File: src/rtl/dino_score_keeper_if.sv
// Bundle between the game controller, the score keeper and the display/motion stages.
// The master drives the game strobes; the slave (score keeper) drives scores and speed.
interface dino_score_keeper_if;
  logic        tick;
  logic        is_living;
  logic        frame_start;
  logic [3:0]  move_rate;
  logic [19:0] score_disp;
  logic [19:0] hi_disp;
  logic        milestone;
  logic        score_flash;

  modport master (
    output tick, is_living, frame_start,
    input  move_rate, score_disp, hi_disp, milestone, score_flash
  );

  modport slave (
    input  tick, is_living, frame_start,
    output move_rate, score_disp, hi_disp, milestone, score_flash
  );
endinterface

File: src/rtl/dino_score_keeper.sv
// Dino game score/difficulty engine: 5-digit BCD score, sticky high score,
// speed-up every 100 points, and per-frame snapshots for the score renderer.
module dino_score_keeper #(
  parameter int         TICK_DIV     = 10,
  parameter logic [3:0] RATE_BASE    = 4'd2,
  parameter logic [3:0] RATE_MAX     = 4'd10,
  parameter int         FLASH_FRAMES = 30
) (
  input  logic               lcd_pclk,
  input  logic               rst_n,
  dino_score_keeper_if.slave bus
);

  localparam int              DIV_W     = (TICK_DIV > 1) ? $clog2(TICK_DIV) : 1;
  localparam int              FL_W      = $clog2(FLASH_FRAMES + 1);
  localparam logic [DIV_W-1:0] DIV_LAST = DIV_W'(TICK_DIV - 1);
  localparam logic [FL_W-1:0] FL_LOAD   = FL_W'(FLASH_FRAMES);
  localparam logic [19:0]     SCORE_MAX = 20'h99999;

  logic             live_q;
  logic [DIV_W-1:0] div_q;
  logic [19:0]      score;
  logic [19:0]      hi_score;
  logic [FL_W-1:0]  flash_cnt;
  logic [3:0]       move_rate_q;
  logic [19:0]      score_disp_q;
  logic [19:0]      hi_disp_q;
  logic             milestone_q;

  logic        start;
  logic        death;
  logic        count_en;
  logic        wrap;
  logic        bump;
  logic [19:0] score_inc;
  logic        hit_milestone;

  function automatic logic [19:0] bcd_inc(input logic [19:0] v);
    logic [19:0] r;
    logic        carry;
    r     = v;
    carry = 1'b1;
    for (int i = 0; i < 5; i++) begin
      if (carry) begin
        if (r[i*4 +: 4] == 4'd9) begin
          r[i*4 +: 4] = 4'd0;
        end else begin
          r[i*4 +: 4] = r[i*4 +: 4] + 4'd1;
          carry       = 1'b0;
        end
      end
    end
    return r;
  endfunction

  // A start edge wins over a coincident tick; 99999 blocks both the bump and the milestone.
  always_comb begin
    start         = bus.is_living & ~live_q;
    death         = ~bus.is_living & live_q;
    count_en      = bus.tick & bus.is_living & ~start;
    wrap          = count_en && (div_q == DIV_LAST);
    bump          = wrap && (score != SCORE_MAX);
    score_inc     = bcd_inc(score);
    hit_milestone = bump && (score_inc[7:0] == 8'h00);
  end

  always_ff @(posedge lcd_pclk) begin
    if (!rst_n) begin
      live_q   <= 1'b0;
      div_q    <= '0;
      score    <= '0;
      hi_score <= '0;
    end else begin
      live_q <= bus.is_living;
      if (start) begin
        score <= '0;
        div_q <= '0;
      end else if (count_en) begin
        div_q <= wrap ? '0 : div_q + DIV_W'(1);
        if (bump) score <= score_inc;
      end
      // BCD words order the same as their decimal values, so a plain compare works.
      if (death && (score > hi_score)) hi_score <= score;
    end
  end

  always_ff @(posedge lcd_pclk) begin
    if (!rst_n) begin
      move_rate_q <= RATE_BASE;
      flash_cnt   <= '0;
      milestone_q <= 1'b0;
    end else begin
      milestone_q <= hit_milestone;
      if (start) begin
        move_rate_q <= RATE_BASE;
        flash_cnt   <= '0;
      end else if (hit_milestone) begin
        move_rate_q <= (move_rate_q < RATE_MAX) ? move_rate_q + 4'd1 : RATE_MAX;
        flash_cnt   <= FL_LOAD;
      end else if (bus.frame_start && (flash_cnt != '0)) begin
        flash_cnt <= flash_cnt - FL_W'(1);
      end
    end
  end

  // Snapshots take the registered values, so same-cycle updates show next frame.
  always_ff @(posedge lcd_pclk) begin
    if (!rst_n) begin
      score_disp_q <= '0;
      hi_disp_q    <= '0;
    end else if (bus.frame_start) begin
      score_disp_q <= score;
      hi_disp_q    <= hi_score;
    end
  end

  assign bus.move_rate   = move_rate_q;
  assign bus.score_disp  = score_disp_q;
  assign bus.hi_disp     = hi_disp_q;
  assign bus.milestone   = milestone_q;
  assign bus.score_flash = (flash_cnt != '0);

endmodule

File: src/flat_wrapper.sv
// flat-port wrapper written by rule: the top's interface ports become plain ports
module dino_score_keeper_flat 
#(
  parameter int         TICK_DIV     = 10,
  parameter logic [3:0] RATE_BASE    = 4'd2,
  parameter logic [3:0] RATE_MAX     = 4'd10,
  parameter int         FLASH_FRAMES = 30
)
  (lcd_pclk, rst_n, bus_tick, bus_is_living, bus_frame_start, bus_move_rate, bus_score_disp, bus_hi_disp, bus_milestone, bus_score_flash);
  dino_score_keeper_if bus_i ();
  input  logic lcd_pclk;
  input  logic rst_n;
  input wire logic [$bits(bus_i.tick)-1:0] bus_tick;
  input wire logic [$bits(bus_i.is_living)-1:0] bus_is_living;
  input wire logic [$bits(bus_i.frame_start)-1:0] bus_frame_start;
  output wire logic [$bits(bus_i.move_rate)-1:0] bus_move_rate;
  output wire logic [$bits(bus_i.score_disp)-1:0] bus_score_disp;
  output wire logic [$bits(bus_i.hi_disp)-1:0] bus_hi_disp;
  output wire logic [$bits(bus_i.milestone)-1:0] bus_milestone;
  output wire logic [$bits(bus_i.score_flash)-1:0] bus_score_flash;
  assign bus_i.tick = bus_tick;
  assign bus_i.is_living = bus_is_living;
  assign bus_i.frame_start = bus_frame_start;
  assign bus_move_rate = bus_i.move_rate;
  assign bus_score_disp = bus_i.score_disp;
  assign bus_hi_disp = bus_i.hi_disp;
  assign bus_milestone = bus_i.milestone;
  assign bus_score_flash = bus_i.score_flash;
  dino_score_keeper #(.TICK_DIV(TICK_DIV), .RATE_BASE(RATE_BASE), .RATE_MAX(RATE_MAX), .FLASH_FRAMES(FLASH_FRAMES)) u_core (.lcd_pclk(lcd_pclk), .rst_n(rst_n), .bus(bus_i));
endmodule
File: config.mk
export PLATFORM = sky130hd
export DESIGN_NAME = dino_score_keeper_flat
export DESIGN_NICKNAME = d
export VERILOG_FILES = /design/src/rtl/dino_score_keeper_if.sv /design/src/rtl/dino_score_keeper.sv /design/src/flat_wrapper.sv
export SDC_FILE = /design/constraint.sdc
export NUM_CORES = 1
export LEC_CHECK = 0
export ABC_AREA = 1
export BUFFER_PORTS_ARGS = -buffer_cell sky130_fd_sc_hd__buf_2
export CAP_MARGIN = 5
export CORE_ASPECT_RATIO = 1.75
export CORE_UTILIZATION = 35
export DETAILED_ROUTE_END_ITERATION = 8
export GPL_TIMING_DRIVEN = 0
export SYNTH_ARGS = -nofsm -noshare
export SYNTH_HDL_FRONTEND = slang
export SYNTH_SLANG_ARGS = --single-unit
export TNS_END_PERCENT = 50
File: constraint.sdc
create_clock -name lcd_pclk -period 1.6 [get_ports lcd_pclk]
set_input_delay 0.32 -clock lcd_pclk [delete_from_list [all_inputs] [get_ports lcd_pclk]]
set_output_delay 0.32 -clock lcd_pclk [all_outputs]
set_load 0.01 [all_outputs]
==> results.md, run 1 <==
* First-pass detailed-route iteration total at 6
* Synth Warn # at 0
* CTS tree: done
* DRC at 0
* Pin count of the biggest net entering global routing at 16
* Post-synth cell types at 33
* Die area at 0.0137 mm^2
* Met2 WL post-DR at 7780 um
* # diodes at 0
* Clk Latency, worst-skew pair at 0.35 ns
* Detailed placement HPWL at ~9500 um
* Slew @ Worst Pin at 0.652 ns
* Largest cells by area after synthesis: dfxtp_1, a21oi_1, nand2_1, ha_1, o21ai_0
* CP Capture Type: flip-flop
* Max-slew violations at 0
* Vias at ~4.6k
* Register share of total power at between 20% and 30%
* Clock power frac at between 20% and 30%
* Failing checks: negative setup slack
* Switching power at 0.00367 W
* Pleak at 2.65 nW
* Syn Inst Count at 637
* Internal at between 0.005 and 0.006 W
* FMAX at approximately 560 MHz
* Critical path arrival at 2.04 ns
* Combinational power share at 48.3%
* GR Util All Layers at 21.1%
* Worst Path Required at approximately 1.8 ns
* CTS Buf Count at 9
* Final GP Congestion at 0.925
* Syn Nets at 666
* Startpoint type of the worst setup path: flip-flop
* Final Routed Wirelength at about 14000 um
* Number of port buffers at 48
* Final-report hold violation count at 0
* Number of global-route vias before repair at 4687
* Floorplan Core Area at 0.0129 mm^2
* Bufs on Longest Clock Path at 2
* Worst Hold Class: in -> reg
* DR WL met3 at 283 um
* Clock Tree Root: clkbuf_16
* Outcome: complete, but fails checks
* Top sig layer: met4
* Min-delay src: bus_is_living
* Antenna-violating nets left at 0
* Share of the synthesized area in the top cell type at 41.1%
* WL/cell at 15.1 um
* Setup ws final at -0.197 ns
* Design area at about 0.0065 mm^2
* Pwr/cell area at 1450 mW/mm^2
* Worst r2r src: u_core.hi_score[19]
* Syn Area/Cell at just over 7 um^2
* #FFs+latches synth at 95
* RSZ-0062 raised after global routing: true
* Final Cycle Share at 112%
* Crit Path Category: reg -> reg
* Fin Hold WS at 0.225 ns
* Sum Neg Setup Slack at -3.50 ns
* Rel. slew slack at a little under three fifths
* Most frequent cells in the layout: nand2_1, a21oi_1, dfxtp_1, o21ai_0, buf_2
* Clock-pin slew on the worst setup and hold paths at about 0.070 ns
* Seq/Total Area, Yosys at 41.1%
* Initial antenna violation count at 0
* Starting Density at 35.8%
* Drt via density at 5.06
* Grt total ovfl at 0
* # IOs at 51
* Post-DP Area at about 0.0051 mm^2
* Post-Syn Area at 0.00463 mm^2
* First-pass GRT wire length at roughly 22000 um
* Sw Ratio at 39.1%
* Max VDD drop at 0.894 mV
* Site Rows at 55
* Worst Path Max Fanout at 8
* Nets at 765
* Worst setup path startpoint: u_core.hi_score[19]
* Commonest non-fill, non-tap cell in the layout: nand2_1
* Endpoints failing setup at 22
* CTS sink count at 95
* CTS Hold Bufs at 0
* DRT met1 WL at approximately 5200 um
* Htree depth at 3
* Initial DRC count at 191
* Max-cap viol count at 0
* Biggest area consumer among synthesized cells: dfxtp_1
* Min Tclk post-route at 1.80 ns
* Fraction of layout cells with a size suffix above 1 at 43.3%
* Final Skew at 0.00725 ns
* Layout area overhead at 39.5%
* Die width at 89.0 um
* Die height at 154 um
[final cells by class]
class                      instances  area (um^2)
timing repair buffer              88          556
tap                              171          214
clock buffer                      11          243
inverter                          70          283
clock inverter                     5         56.3
buffer                            29          183
sequential                        95         1970
multi-input combinational        443         2950
fill                            1265         6480
[timing repair]
| item | 4_1_cts | 5_1_grt |
|---|---|---|
| pin swaps | 33 | 21 |
| setup buffers | 22 | 14 |
| setup endpoints to repair | 50 | 51 |
| gates resized for setup | 160 | 58 |
| gates cloned | 4 | 0 |
[power by group through the flow]
stage	combinational, W	sequential (W)	clock, W
6_report	0.00453	0.00265	0.00220
4_1_cts	0.00410	0.00265	0.00223
3_5_place_dp	0.00235	0.00268	0
2_1_floorplan	0.00176	0.00269	0
5_1_grt	0.00477	0.00267	0.00236
3_3_place_gp	0.00232	0.00267	0
[registers in the layout (all words and copies together) (netlist names)]
signal                 cells
u_core.flash_cnt           5
u_core.score              20
u_core.bus.hi_disp        20
u_core.bus.move_rate       4
u_core.div_q               4
u_core.bus.milestone       1
u_core.hi_score           20
u_core.bus.score_disp     20
u_core.live_q              1
[critical path, stage by stage, from the launching register on]
cell	delay, ns
dfxtp_2	0.33
inv_2	0.05
ha_4	0.28
nand2_4	0.06
nor2_4	0.12
nand2_2	0.09
nor2_4	0.12
nand2_2	0.09
nand3_4	0.18
buf_6	0.17
nand3_2	0.07
nand2_2	0.06
nor2_1	0.05
[layer usage]
metal,up-vias,track usage (%)
li1,2295,-
met3,34,2.68
met4,0,13.8
met2,90,39.2
met1,2192,21.1
met5,-,0
[stage by stage]
step | std cells | setup slack, ns | total power [W] | utilization, %
2_1_floorplan | 637 | 0.0175 | 0.00446 | -
3_3_place_gp | 856 | -0.441 | 0.00499 | 39.5
3_5_place_dp | 856 | -0.470 | 0.00503 | 39.5
4_1_cts | 898 | -0.108 | 0.00898 | 47.7
5_1_grt | 912 | -0.294 | 0.00979 | 49.9
6_report | 912 | -0.197 | 0.00937 | 49.9
[cells by family after synthesis]
logic type                 Yosys count  share of synthesized area [%]
buffers and inverters               99                           8.73
adders and majority gates           24                           6.48
DFF                                 95                           41.1
and+or+nand+nor                    254                           24.9
AOI/OAI and AO/OA                  159                           17.7
xor gates and xnor gates             6                           1.13
[worst paths after layout]
path                    endpoint  slack, ns  depth (start not counted)
max reg2reg   u_core.hi_score[9]      -0.20                         12
min                u_core.live_q       0.23                          3
max           u_core.hi_score[9]      -0.20                         12
min reg2reg  u_core.flash_cnt[4]       0.46                          2
[cell usage after synthesis]
| cell | count |
|---|---|
| a211oi_1 | 1 |
| o21ai_1 | 3 |
| inv_4 | 1 |
| clkbuf_1 | 13 |
| and3_1 | 1 |
| nand3_1 | 46 |
| clkinv_1 | 1 |
| a21oi_1 | 92 |
| a21o_1 | 1 |
| xor2_1 | 6 |
| buf_6 | 2 |
| nor2_8 | 1 |
| nand3_2 | 3 |
| inv_1 | 58 |
| nand2_4 | 1 |
| nor2_4 | 3 |
| nor3_1 | 5 |
| nand2_1 | 112 |
| nor2_2 | 5 |
| or2_2 | 3 |
| nand3b_1 | 3 |
| nor2_1 | 58 |
| inv_2 | 10 |
| dfxtp_1 | 95 |
| nor3_2 | 1 |
| nand2_2 | 8 |
| o21ai_0 | 57 |
| buf_4 | 1 |
| buf_1 | 4 |
| ha_1 | 24 |
| buf_2 | 9 |
| a21oi_2 | 5 |
| nand4_1 | 4 |
(Power assumes the default switching activity.)
==> run 2: changes to the inputs <==
Settings changed: BUFFER_PORTS_ARGS -buffer_cell sky130_fd_sc_hd__buf_2 to default, DONT_BUFFER_PORTS from default to 1.
==> results.md, run 2 (same netlist as run 1, synthesis figures left out) <==
* Clock Tree Root: clkbuf_16
* CTS tree: done
* Worst r2r src: u_core.hi_score[13]
* Rel. slew slack at 55.3% (-1.2 points)
* Design area at 0.00636 mm^2 (-1.6%)
* CTS sink count at 95 (unchanged)
* Worst Hold Path Cells at 2 (-1)
* Bufs on Longest Clock Path at 2 (unchanged)
* Max-slew violations at 0 (unchanged)
* Detailed placement HPWL at 9510 um (-0.33%)
* Pwr/cell area at 1490 mW/mm^2 (+3.0%)
* RSZ-0062 raised after global routing: true
* Fin Hold WS at 0.0713 ns (-0.154 ns)
* Max VDD drop at 0.869 mV (-2.8%)
* Endpoints failing setup at 34 (+55%)
* Site Rows at 55 (unchanged)
* Clk Latency, worst-skew pair at 0.34 ns (about the same)
* Layout area overhead at 37.3%
* Pin count of the biggest net entering global routing at 17 (+1)
* Failing checks: negative setup slack
* Max-cap viol count at 0 (unchanged)
* Final Cycle Share at 113% (+0.31 points)
* Number of port buffers at 0 (-100%)
* Crit path cell chain: inv_2 > ha_4 > nand2_4 > nor2_4 > nand2_2 > nor2_4 > nand2_2 > nand3_4 > buf_6 > nand3_2 > nand2_2 > nor2_2
* WL/cell at 16.0 um (+6.0%)
* Worst Path Max Fanout at 8 (unchanged)
* Largest stage delay, worst path at 0.33 ns (about the same)
* Min Tclk post-route at 1.80 ns (+0.00491 ns)
* FF-to-FF path depth at 12 (unchanged)
* CTS Buf Count at 9 (unchanged)
* Final GP Congestion at 0.960 (+3.8%)
* Grt total ovfl at 0 (unchanged)
* Vias at 4492 (-2.6%)
* # diodes at 0 (unchanged)
* First-pass GRT wire length at 21700 um (-1.5%)
* Htree depth at 3 (unchanged)
* CP Capture Type: flip-flop
* Final Routed Wirelength at 13900 um (+0.77%)
* Starting Density at 35.8% (unchanged)
* Worst Path Required at 1.83 ns (about the same)
* Buf/Inv on CP at 2 (unchanged)
* Die area at 0.0137 mm^2 (unchanged)
* Floorplan Core Area at 0.0129 mm^2 (unchanged)
* CP max stage cell: dfxtp_2
* Outcome: complete, but fails checks
* Critical path arrival at 2.03 ns (about the same)
* Final-report hold violation count at 0 (unchanged)
* CP most frequent cell: nand2_2
* Slew @ Worst Pin at 0.670 ns (+0.0187 ns)
* Worst Hold Class: in -> reg
* FMAX at 555 MHz (-0.27%)
* Worst hold endpoint: u_core.live_q
* Startpoint type of the worst setup path: flip-flop
* Setup ws final at -0.202 ns (-0.00491 ns)
* GR Util All Layers at 20.7% (-0.41 points)
* Antenna-violating nets left at 0 (unchanged)
* Number of global-route vias before repair at 4534 (-3.3%)
* # IOs at 51 (unchanged)
* DRC at 0 (unchanged)
* Die height at 154 um (unchanged)
* Post-DP Area at 0.00487 mm^2 (-4.7%)
* Final Skew at 0.0106 ns (+0.00336 ns)
* Min-delay src: bus_is_living
* Crit Path Category: reg -> reg
* Most frequent cells in the layout: nand2_1, a21oi_1, dfxtp_1, o21ai_0, nor2_1
* Initial DRC count at 197 (+3.1%)
* Pleak at 2.45 nW (-7.4%)
* Fraction of layout cells with a size suffix above 1 at 40.1% (-3.2 points)
* Clock-pin slew on the worst setup and hold paths at 0.07 ns (about the same)
* Top delay family on crit path: simple AND/OR/NAND/NOR gates
* First-pass detailed-route iteration total at 4 (-2)
* Nets at 720 (-5.9%)
* Drt via density at 5.18 (+2.5%)
* Filler cell count at 1261 (-0.32%)
* Reg2Reg Setup Slack at -0.20 ns (about the same)
* R2R Path End: u_core.hi_score[10]
* Initial antenna violation count at 0 (unchanged)
* Die width at 89.0 um (unchanged)
## run 2: worst register-to-register path, cell delays in order, from the launching register on
cell and delay (ns):
dfxtp_2 0.33, inv_2 0.05, ha_4 0.28, nand2_4 0.06
nor2_4 0.15, nand2_2 0.09, nor2_4 0.11, nand2_2 0.08
nand3_4 0.19, buf_6 0.17, nand3_2 0.07, nand2_2 0.07
nor2_2 0.05
## run 2: worst max path at each step
stage	startpoint	to	slack [ns]	depth (start not counted)
after detailed placement	rst_n	u_core.score[13]	-0.40	6
final	u_core.hi_score[13]	u_core.hi_score[10]	-0.20	12
after global routing	u_core.hi_score[13]	u_core.hi_score[12]	-0.29	12
after floorplan	u_core.hi_score[19]	u_core.hi_score[6]	0.02	12
after CTS	u_core.score[18]	u_core.hi_score[17]	-0.11	10
after global placement	rst_n	u_core.score[13]	-0.38	6
## run 2: layer usage
layer  routed length, um  GRT usage, %  vias up
li1                    -             -     2202
met4                 786          12.8        0
met3                 549          4.62       50
met5                   0             0        -
met2                7640          38.9      114
met1                4900          19.3     2126
## run 2: final cells by class
cell class / count / area [um^2] / area share, %
inverters: 70 / 283 / 4.45
clock buffers: 10 / 239 / 3.76
well taps: 171 / 214 / 3.37
flip-flops and latches: 95 / 1970 / 31.0
multi-input cells: 443 / 2990 / 47.0
clock inverters: 6 / 115 / 1.81
plain buffers: 29 / 185 / 2.91
repair buffers: 43 / 364 / 5.73
## run 2: repair_timing
action | 4_1_cts | 5_1_grt
buffers inserted | 26 | 13
gates cloned | 4 | 0
endpoints found under the setup margin | 51 | 51
hold buffers | 0 | 0
endpoints found under the hold margin | 0 | 0
gates resized for setup | 141 | 93
pin swaps | 34 | 44
## run 2: power breakdown
part	internal [W]	switching (W)	total, W	leakage (nW)
clock	0.00158	0.000939	0.00252	0.169
combinational	0.00186	0.00243	0.00428	1.49
sequential	0.00254	0.000149	0.00269	0.795
total	0.00598	0.00351	0.00949	2.45
## run 2: metrics by stage
| step | TNS, ns | worst slack [ns] | total power (W) | instances | util [%] |
|---|---|---|---|---|---|
| 2_1_floorplan | 0 | 0.0175 | 0.00446 | 637 | - |
| 3_3_place_gp | -12.37 | -0.384 | 0.00489 | 808 | 37.6 |
| 3_5_place_dp | -13.56 | -0.404 | 0.00497 | 808 | 37.6 |
| 4_1_cts | -2.08 | -0.110 | 0.00894 | 854 | 45.8 |
| 5_1_grt | -6.25 | -0.285 | 0.00766 | 867 | 49.1 |
| 6_report | -4.08 | -0.202 | 0.00949 | 867 | 49.1 |
